File: config.mk
export PLATFORM = sky130hd
export DESIGN_NAME = state_dump_unit
export DESIGN_NICKNAME = d
export VERILOG_FILES = /design/src/rtl/state_dump_unit.sv
export SDC_FILE = /design/constraint.sdc
export NUM_CORES = 1
export LEC_CHECK = 0
export BUFFER_PORTS_ARGS = -buffer_cell sky130_fd_sc_hd__buf_4
export CAP_MARGIN = 20
export CORE_MARGIN = 1.5
export CORE_UTILIZATION = 50
export CTS_CLUSTER_DIAMETER = 50
export CTS_CLUSTER_SIZE = 40
export DETAILED_ROUTE_END_ITERATION = 10
export PLACE_DENSITY = 0.91
export SLEW_MARGIN = 20
export SYNTH_ARGS = -nofsm -noshare
export SYNTH_HDL_FRONTEND = slang
export SYNTH_SLANG_ARGS = --single-unit
export TNS_END_PERCENT = 100
File: constraint.sdc
create_clock -name clk -period 5.9 [get_ports clk]
set_clock_uncertainty 0.2 [all_clocks]
set_input_delay 1.18 -clock clk [delete_from_list [all_inputs] [get_ports clk]]
set_output_delay 1.18 -clock clk [all_outputs]
set_load 0.03 [all_outputs]
File: src/rtl/state_dump_unit.sv
// rtl/state_dump_unit.sv - halt-triggered register-file and data-memory dump streamer
// Optional DUMP_SKIP_ZERO_EN: suppress zero-valued memory beats except the final word.
module state_dump_unit #(
    parameter int unsigned MEM_WORDS = 1024,
    parameter logic [31:0] MEM_BASE  = 32'h0000_0000
) (
    input  logic        clk,
    input  logic        rst,
    input  logic        halt,
    output logic [4:0]  rf_addr,
    input  logic [31:0] rf_data,
    output logic [31:0] mem_addr,
    input  logic [31:0] mem_data,
    output logic        out_valid,
    input  logic        out_ready,
    output logic        out_tag,
    output logic [31:0] out_index,
    output logic [31:0] out_data,
    output logic        out_last,
    output logic        busy,
    output logic        done
);

    localparam int unsigned CW = $clog2(MEM_WORDS + 1);

    typedef enum logic [2:0] {
        S_IDLE,
        S_DUMP_RF,
        S_DUMP_MEM,
        S_FLUSH,
        S_DONE
    } state_t;

    state_t          r_state;
    state_t          w_next;
    logic [4:0]      r_rf_cnt;
    logic [CW-1:0]   r_mem_cnt;
    logic            r_out_valid;
    logic            r_out_tag;
    logic            r_out_last;
    logic [31:0]     r_out_index;
    logic [31:0]     r_out_data;
    logic            w_load;
    logic            w_mem_last;
    logic            w_skip;
    logic [31:0]     w_mem_addr;

    // The output register is refilled whenever it is empty or being drained this cycle.
    assign w_load     = !r_out_valid || out_ready;
    assign w_mem_last = (r_mem_cnt == CW'(MEM_WORDS - 1));
    assign w_mem_addr = MEM_BASE + (32'(r_mem_cnt) << 2);

`ifdef DUMP_SKIP_ZERO_EN
    assign w_skip = (mem_data == 32'h0) && !w_mem_last;
`else
    assign w_skip = 1'b0;
`endif

    always_ff @(posedge clk or posedge rst) begin
        if (rst) begin
            r_state <= S_IDLE;
        end else begin
            r_state <= w_next;
        end
    end

    always_comb begin
        w_next = r_state;
        unique case (r_state)
            S_IDLE:     if (halt) w_next = S_DUMP_RF;
            S_DUMP_RF:  if (w_load && (r_rf_cnt == 5'd31)) w_next = S_DUMP_MEM;
            S_DUMP_MEM: if (w_load && w_mem_last) w_next = S_FLUSH;
            S_FLUSH:    if (r_out_valid && out_ready) w_next = S_DONE;
            S_DONE:     w_next = S_DONE;
            default:    w_next = S_IDLE;
        endcase
    end

    always_ff @(posedge clk or posedge rst) begin
        if (rst) begin
            r_rf_cnt    <= 5'd0;
            r_mem_cnt   <= '0;
            r_out_valid <= 1'b0;
            r_out_tag   <= 1'b0;
            r_out_last  <= 1'b0;
            r_out_index <= 32'h0;
            r_out_data  <= 32'h0;
        end else begin
            unique case (r_state)
                S_DUMP_RF: begin
                    if (w_load) begin
                        r_out_valid <= 1'b1;
                        r_out_tag   <= 1'b0;
                        r_out_last  <= 1'b0;
                        r_out_index <= {27'h0, r_rf_cnt};
                        r_out_data  <= rf_data;
                        r_rf_cnt    <= r_rf_cnt + 5'd1;
                    end
                end
                S_DUMP_MEM: begin
                    if (w_load) begin
                        r_mem_cnt <= r_mem_cnt + 1'b1;
                        if (w_skip) begin
                            r_out_valid <= 1'b0;
                        end else begin
                            r_out_valid <= 1'b1;
                            r_out_tag   <= 1'b1;
                            r_out_last  <= w_mem_last;
                            r_out_index <= w_mem_addr;
                            r_out_data  <= mem_data;
                        end
                    end
                end
                S_FLUSH: begin
                    if (r_out_valid && out_ready) begin
                        r_out_valid <= 1'b0;
                        r_out_last  <= 1'b0;
                    end
                end
                default: ;
            endcase
        end
    end

    assign rf_addr   = (r_state == S_DUMP_RF)  ? r_rf_cnt   : 5'd0;
    assign mem_addr  = (r_state == S_DUMP_MEM) ? w_mem_addr : MEM_BASE;
    assign out_valid = r_out_valid;
    assign out_tag   = r_out_tag;
    assign out_index = r_out_index;
    assign out_data  = r_out_data;
    assign out_last  = r_out_last;
    assign busy      = (r_state == S_DUMP_RF) || (r_state == S_DUMP_MEM) || (r_state == S_FLUSH);
    assign done      = (r_state == S_DONE);

endmodule

==> qor.txt, run 1 <==
Critical R2R Launch: r_state[2]$_DFFE_PP0P_
Yosys top cell by area: dfrtp_1
via-per-instance ratio: 5.066
slew margin rel.: 0.3676
largest net degree at the start of global routing: 68
met1 Track Usage GR: 0.2764
Final setup violation count: 0
Sum Neg Setup Slack: 0 ps
Global Route met2 Usage: 0.3980
gr usage total: 0.2265
minimum clock period: 3503 ps
number of global-route vias before repair: 2711
crit path DAT: 2120 ps
Port Buffers: 133
reg2reg end: out_data[15]$_DFFE_PP0P_
setup bufs post-CTS: 0
Die W: 86.18 um
Hold Crit Endpoint: out_index[4]$_DFFE_PP0P_
CTS tree: done
Synth Flop Type: dfrtp_1
pwr dens: 227.1 nW/um2
Slew Viols, Final: 0
final WL: 8367 um
Die ar.: 7427 um2
Core Box Area: 6756 um2
hold path startpoint: out_index[4]$_DFFE_PP0P_
leakage: 0.002303 uW
GR Overflow Total: 0
# DRC: 0
post-route worst setup slack: 2397 ps
placer congestion estimate: 0.7833
area delta synth->final: 30.63%
Antenna Nets Post-Route: 0
number of synthesized flops with an enable pin: 0
Clock Pin Slew Worst Setup and Hold Paths: 70 ps
Synthesis Warnings: 0
Least-Margin Pin Slew: 947.6 ps
initial antenna violation count: 0
I/O pin total: 174
Setup crit start kind: flop
WHS Path Cells: 2
Clock Latency Late Sink: 330 ps
Initial Util: 0.5120
vias post-DR: 2776
DP Worst Slack: 2754 ps
Fmax: 285.5 MHz
Die Ht: 86.18 um
Worst VDD drop: 0.1095 mV
reg2reg setup slack: 3240 ps
unrepaired setup endpoints after global routing: false
syn_area_per_cell: 10.24 um2
outcome: completed
fin crit share: 0.5937
Max FO, Critical Path: 22
Netlist cell types: 37
synthesized area: 3460 um2
post-synthesis sequential area ratio: 0.4846
root buf cell: clkbuf_8
HP Class: flop to flop
H-tree depth: 3
Setup crit end kind: output pin
crit path launch: r_state[2]$_DFFE_PP0P_
cts hold-fix bufs: 0
clock buffer depth: 2
row cnt: 30
Synth area leaders: dfrtp_1 48%, mux2i_1 9.8%, buf_4 9.8%, nand2_1 5.9%, o21ai_0 4.1%
layout cells sized above 1: 0.3291
Yosys top cell area share: 0.4846
Final Util: 0.6689
drt first pass iters: 4
DPL Wire Length: 6204 um
Synth Instances: 338
minimum hold slack: 277.0 ps
CTS buffer count: 9
CP Data Required Time: 4520 ps
1st-iter DRT viols: 110
Max Cap Violations: 0
GR peak layer: met2
fin nets: 535
cts repair resizes: 0
met3 GRT Util: 0.05714
average routed wire per standard cell: 15.27 um
Reg2Reg Depth: 4
CTS Sinks: 67
Final Hold Fails: 0
# diodes: 0
kind of critical path: flop to output pin
Seq cells post-synth: 67
global-route wire length before repair: 13040 um
Synth async-reset ratio: 1.000
synthesized netlist by cell type (2+ instances only):
| cell | n |
|---|---|
| a21o_1 | 3 |
| a21oi_1 | 3 |
| a22o_1 | 8 |
| and2_1 | 19 |
| and4_1 | 3 |
| buf_2 | 9 |
| buf_4 | 45 |
| buf_6 | 2 |
| clkbuf_1 | 3 |
| dfrtp_1 | 67 |
| ha_1 | 3 |
| inv_1 | 2 |
| mux2_2 | 2 |
| mux2i_1 | 34 |
| nand2_1 | 54 |
| nand2b_1 | 2 |
| nand3_1 | 3 |
| nand4_1 | 4 |
| nor2_1 | 4 |
| nor2b_1 | 2 |
| nor3_1 | 2 |
| nor3b_2 | 2 |
| o21ai_0 | 28 |
| o21ai_1 | 9 |
| xnor2_1 | 11 |
| xor2_1 | 3 |
per-layer routing:
metal	vias up	share of wire	wire length (um)
met2	106	0.51	4294
met3	12	0.064	537
met5	-	0	0
met1	1344	0.41	3444
met4	0	0.011	91
li1	1314	-	-
stage by stage:
step | instance area, um2 | instances | total power (uW)
2_1_floorplan | 3606 | 377 | 581.2
3_3_place_gp | 4310 | 533 | 618.0
3_5_place_dp | 4310 | 533 | 622.0
4_1_cts | 4519 | 548 | 1031
5_1_grt | 4519 | 548 | 1066
6_report | 4519 | 548 | 1027
where the power goes:
| group | switching (uW) | internal (uW) | leakage (uW) |
|---|---|---|---|
| Sequential | 6.51 | 470 | 0.000831 |
| Combinational | 85.8 | 50.2 | 0.00137 |
| Clock | 165 | 248 | 0.000104 |
worst max-delay path, stage by stage, from the launching register on:
cell	delay [ps]
dfrtp_1	520
nor3b_4	840
and2_1	260
buf_4	170
cell type report:
type,count,area (um2)
multi-input combinational,248,1505
sequential,67,1677
clock inverter,2,60.06
fill,535,2237
clock buffer,13,148.9
timing repair buffer,136,1021
tap,80,100.1
inverter,2,7.507
sequential cells by signal, indices dropped and copies added (netlist names):
register	count
out_data	32
out_index	13
r_mem_cnt	11
r_rf_cnt	5
r_state	3
out_last	1
out_tag	1
out_valid	1
worst max-delay path by stage:
stage	endpoint	slack (ps)
global route	mem_addr[4]	2200
global placement	mem_addr[4]	2860
detailed placement	mem_addr[10]	2750
floorplan	out_data[0]$_DFFE_PP0P_	2840
CTS	mem_addr[4]	2400
finish	mem_addr[10]	2400
kinds of logic after synthesis:
family / Yosys count / synth area share
multiplexers: 36 / 0.1049
AND/OR/NAND/NOR: 100 / 0.1447
flip-flops: 67 / 0.4846
other: 1 / 0.001084
adder cells (fa/ha/maj): 3 / 0.01085
buffers and inverters: 62 / 0.1248
AO/OA/AOI/OAI: 55 / 0.09367
XOR/XNOR: 14 / 0.03544
layout by cell type (no fill, tap or decap), types with 2 or more instances in the layout:
master and instances:
and4_1 3, dfrtp_1 67, a21o_1 3, conb_1 40
buf_4 136, clkbuf_8 10, bufinv_16 2, xor2_1 3
a22o_1 8, nand4_1 4, ha_1 3, nor2b_1 2
a21oi_1 3, mux2_2 2, nand2b_1 2, clkbuf_1 3
nand3_1 3, o21ai_1 9, nor3_1 2, nand2_1 54
o21ai_0 28, nor2_1 4, mux2i_1 34, xnor2_1 11
and2_1 19
(Power assumes the default switching activity.)
==> run 2: changes to the inputs <==
- CORE_UTILIZATION: 50 -> 46
- PLACE_DENSITY: 0.91 -> 0.85
- clock period: 5.9 -> 3.3 ns (I/O delays scaled with it)
==> run 2 against run 1 <==
Non-clock buffer count is 2 higher. Sequential share of layout area is 0.45 points lower. Critical path depth stayed put. Critical endpoint is now mem_addr[4].
==> qor.txt, run 2 (synthesized netlist as in run 1, its figures left out) <==
outcome: completed
met3 GRT Util: 0.04484 (-0.01230)
CTS buffer count: 9 (unchanged)
Port Buffers: 133 (unchanged)
Die W: 89.72 um (+4.1%)
Setup crit end kind: output pin
Final Hold Fails: 0 (unchanged)
Slew Viols, Final: 0 (unchanged)
most frequent cells in the layout: 137 x buf_4, 67 x dfrtp_1, 54 x nand2_1, 40 x conb_1, 34 x mux2i_1
number of global-route vias before repair: 2715 (+0.15%)
area delta synth->final: 32.22%
fin crit share: 0.8186
max reg flops: 32 (unchanged)
Antenna Nets Post-Route: 0 (unchanged)
1st-iter DRT viols: 97 (-12%)
cts hold-fix bufs: 0 (unchanged)
Final setup violation count: 0 (unchanged)
via-per-instance ratio: 4.844 (-4.4%)
# diodes: 0 (unchanged)
fin nets: 537 (+0.37%)
Least-Margin Pin Slew: 609.7 ps (-337.9 ps)
slew margin rel.: 0.5936 (+0.2260)
root buf cell: clkbuf_8
H-tree depth: 3 (unchanged)
clock buffer depth: 2 (unchanged)
vias post-DR: 2761 (-0.54%)
area of the multi-input gates: 1505 um2 (unchanged)
unrepaired setup endpoints after global routing: false
final WL: 8198 um (-2.0%)
Max FO, Critical Path: 17 (-23%)
# DRC: 0 (unchanged)
Max Cap Violations: 0 (unchanged)
Final Util: 0.6307 (-0.03822)
minimum clock period: 2701 ps
Register Area: 1677 um2 (unchanged)
CTS Sinks: 67 (unchanged)
placer congestion estimate: 0.7954 (+1.5%)
Core Box Area: 7253 um2 (+7.4%)
largest net degree at the start of global routing: 46 (-32%)
filler instances: 594 (+11%)
initial antenna violation count: 0 (unchanged)
CTS tree: done
CP Data Required Time: 2440 ps (-2080 ps)
global-route wire length before repair: 13440 um (+3.1%)
crit path DAT: 1840 ps (-280 ps)
Clock Latency Late Sink: 330 ps (about the same)
GR Overflow Total: 0 (unchanged)
GR peak layer: met2
I/O pin total: 174 (unchanged)
DPL Wire Length: 6218 um (+0.23%)
met1 Track Usage GR: 0.2569 (-0.01945)
Worst VDD drop: 0.1903 mV (+74%)
Sum Neg Setup Slack: 0 ps (unchanged)
average routed wire per standard cell: 14.38 um (-5.8%)
gr usage total: 0.2095 (-0.01700)
HP Class: input port to asynchronous set/reset pin
Clock Pin Slew Worst Setup and Hold Paths: 70 ps (about the same)
Initial Util: 0.4770 (-0.03507)
Setup crit start kind: flop
layout cells sized above 1: 0.3397 (+0.01064)
most common cell after layout, fill and taps aside: buf_4
Global Route met2 Usage: 0.3613 (-0.03667)
cts repair resizes: 0 (unchanged)
drt first pass iters: 4 (unchanged)
kind of critical path: flop to output pin
Die ar.: 8050 um2 (+8.4%)
Die Ht: 89.72 um (+4.1%)
pwr dens: 396.3 nW/um2 (+74%)
setup bufs post-CTS: 0 (unchanged)
leakage: 0.002324 uW (+0.93%)
Fmax: 370.2 MHz
row cnt: 31 (+3.3%)
-- run 2: cell count changes in the layout (fill, tap and decap cells not counted) --
cell / before / now
buf_12: 0 / 1
bufinv_16: 2 / 1
clkbuf_1: 3 / 0
clkinvlp_4: 0 / 1
clkbuf_8: 10 / 12
clkinv_2: 0 / 2
buf_4: 136 / 137
-- run 2: layout make-up --
type | count | share of cell area
sequential | 67 | 0.3665
inverter | 2 | 0.001641
clock buffer | 12 | 0.03610
clock inverter | 4 | 0.01039
tap | 99 | 0.02708
timing repair buffer | 138 | 0.2292
multi-input combinational | 248 | 0.3290
-- run 2: where the power goes --
part / total [uW] / switching (uW) / internal, uW
combinational: 245 / 155 / 90.6
clock: 716 / 307 / 408
sequential: 852 / 11.2 / 841
-- run 2: routing by layer --
layer  vias up  share of wire  wire length (um)
met4         0          0.017               141
li1       1315              -                 -
met2       110           0.51              4198
met1      1323           0.42              3416
met3        13          0.054               441
met5         -              0                 0
-- run 2: worst paths after layout --
check	to	start	slack [ps]	depth (start not counted)
max	mem_addr[4]	r_state[1]$_DFFE_PP0P_	600	3
min in group clk	out_index[5]$_DFFE_PP0P_	out_index[5]$_DFFE_PP0P_	290	2
max reg2reg	r_mem_cnt[1]$_DFFE_PP0P_	r_state[1]$_DFFE_PP0P_	1030	3
max in group asynchronous	out_data[10]$_DFFE_PP0P_	rst	2050	3
min reg2reg	out_index[5]$_DFFE_PP0P_	out_index[5]$_DFFE_PP0P_	290	2
min	out_data[4]$_DFFE_PP0P_	rst	150	2
-- run 2: worst max-delay path: stages (launching register included) --
cell	delay (ps)
dfrtp_1	520
nor3b_4	580
and2_1	240
buf_4	170
-- run 2: per-stage QoR --
stage / instances / hold slack [ps] / area (um2) / total power, uW / setup slack (ps)
5_1_grt: 570 / 175.4 / 4574 / 1881 / 433.5
4_1_cts: 570 / 143.8 / 4574 / 1825 / 566.3
6_report: 570 / 145.9 / 4574 / 1813 / 598.5
3_5_place_dp: 554 / 269.7 / 4362 / 1113 / 917.9
3_3_place_gp: 554 / 255.0 / 4362 / 1107 / 985.5
2_1_floorplan: 377 / 271.3 / 3606 / 1039 / 756.8
==> run 3: changes to the inputs <==
- clock period: 3.3 -> 2.8 ns (I/O delays scaled with it)
==> run 3 against run 2 <==
Clock power about the same. Cell count unchanged. Register-to-register slack got worse by 490 ps. Total power is 11% higher. Clock-buffer cell count decreased by 3. Utilization down 0.31 points. Hold slack worse by 6.0 ps. Sequential share of layout area increased by 0.18 points.
==> qor.txt, run 3 (synthesized netlist as in run 1, its figures left out) <==
gr usage total: 0.2069 (-0.002607)
Layout Cells excl Fill: 570 (unchanged)
Clock Latency Late Sink: 340 ps (about the same)
Clock Pin Slew Worst Setup and Hold Paths: 80 ps (about the same)
cts hold-fix bufs: 0 (unchanged)
largest net degree at the start of global routing: 64 (+39%)
Setup crit end kind: output pin
setup bufs post-CTS: 0 (unchanged)
Core Box Area: 7253 um2 (unchanged)
final WL: 8124 um (-0.90%)
Reg2Reg Depth: 4 (+1)
Sum Neg Setup Slack: 0 ps (unchanged)
Slew Viols, Final: 0 (unchanged)
minimum clock period: 2623 ps
Worst VDD drop: 0.2103 mV (+11%)
I/O pin total: 174 (unchanged)
1st-iter DRT viols: 45 (-54%)
CTS buffer count: 9 (unchanged)
CTS tree: done
# diodes: 0 (unchanged)
unrepaired setup endpoints after global routing: false
post-route worst setup slack: 177.3 ps (-421.2 ps)
max reg flops: 32 (unchanged)
DPL Wire Length: 6185 um (-0.53%)
vias post-DR: 2758 (-0.11%)
drt first pass iters: 4 (unchanged)
DP Worst Slack: 533.5 ps (-384.4 ps)
CTS Sinks: 67 (unchanged)
most common cell after layout, fill and taps aside: buf_4
Final setup violation count: 0 (unchanged)
root buf cell: clkbuf_8
Fmax: 381.3 MHz
minimum hold slack: 139.8 ps (-6.046 ps)
Initial Util: 0.4770 (unchanged)
Max Cap Violations: 0 (unchanged)
most frequent cells in the layout: 136 x buf_4, 67 x dfrtp_1, 54 x nand2_1, 40 x conb_1, 34 x mux2i_1
Port Buffers: 133 (unchanged)
cts repair resizes: 0 (unchanged)
GR Overflow Total: 0 (unchanged)
crit path DAT: 1860 ps (+20 ps)
Final Hold Fails: 0 (unchanged)
slew margin rel.: 0.5203 (-0.07328)
fin nets: 537 (unchanged)
HP Class: input port to asynchronous set/reset pin
leakage: 0.002303 uW (-0.92%)
via-per-instance ratio: 4.839 (-0.11%)
row cnt: 31 (unchanged)
outcome: completed
Least-Margin Pin Slew: 718.5 ps (+108.9 ps)
area delta synth->final: 31.57%
H-tree depth: 3 (unchanged)
Max FO, Critical Path: 10 (-7)
CP Data Required Time: 2040 ps (-400 ps)
Die ar.: 8050 um2 (unchanged)
clock buffer depth: 2 (unchanged)
kind of critical path: flop to output pin
fin crit share: 0.9367
Die Ht: 89.72 um (unchanged)
layout cells sized above 1: 0.3397 (unchanged)
placer congestion estimate: 0.7702 (-3.2%)
Total Power: 2008 uW (+11%)
# DRC: 0 (unchanged)
placed cell count: 554 (unchanged)
initial antenna violation count: 0 (unchanged)
number of global-route vias before repair: 2708 (-0.26%)
Die W: 89.72 um (unchanged)
average routed wire per standard cell: 14.25 um (-0.90%)
Setup crit start kind: flop
pwr dens: 441.2 nW/um2 (+11%)
Antenna Nets Post-Route: 0 (unchanged)
global-route wire length before repair: 13270 um (-1.3%)
run 3: cell types whose count changed in the layout (fill, tap and decap cells not counted):
cell | previous run | this run
buf_4 | 137 | 136
bufinv_16 | 1 | 0
inv_6 | 0 | 1
clkinv_4 | 0 | 2
clkinv_2 | 2 | 1
clkbuf_8 | 12 | 9
clkinvlp_4 | 1 | 3
buf_12 | 1 | 2
run 3: worst max-delay path: stages (launching register included):
cell	delay (ps)
dfrtp_1	520
nor3b_4	420
buf_4	240
and2_1	180
buf_4	170
run 3: where the power goes:
part | internal, uW | switching [uW] | leakage, uW
logic | 108 | 182 | 0.00139
clock network | 325 | 390 | 0.0000818
registers | 990 | 13.5 | 0.000831
total | 1420 | 585 | 0.00230
run 3: through the flow:
stage	utilization	instance area (um2)
global route	0.6276	4552
floorplan	-	3606
finish	0.6276	4552
CTS	0.6276	4552
global placement	0.6031	4374
detailed placement	0.6031	4374
run 3: cell type report:
type / instances / area, um2
Fill cell: 590 / 2701
Sequential cell: 67 / 1677
Multi-Input combinational cell: 248 / 1505
Timing Repair Buffer: 138 / 1061
Clock buffer: 9 / 123.9
Tap cell: 99 / 123.9
Clock inverter: 7 / 53.80
Inverter: 2 / 7.507
run 3: routing by layer:
layer	wire length, um	share of wire	global-route usage
met1	3472	0.43	0.2543
met2	4189	0.52	0.3575
met3	415	0.051	0.05753
met4	45	0.0055	0.05556
met5	0	0	0
run 3: worst paths after layout:
kind / startpoint / end / slack, ps
max in group asynchronous: rst / r_state[0]$_DFFE_PP0P_ / 1620
min: rst / out_data[5]$_DFFE_PP0P_ / 140
max: r_state[1]$_DFFE_PP0P_ / mem_addr[4] / 180
min in group clk: out_index[4]$_DFFE_PP0P_ / out_index[4]$_DFFE_PP0P_ / 270
min reg2reg: out_index[4]$_DFFE_PP0P_ / out_index[4]$_DFFE_PP0P_ / 270
max reg2reg: r_state[1]$_DFFE_PP0P_ / r_mem_cnt[1]$_DFFE_PP0P_ / 540
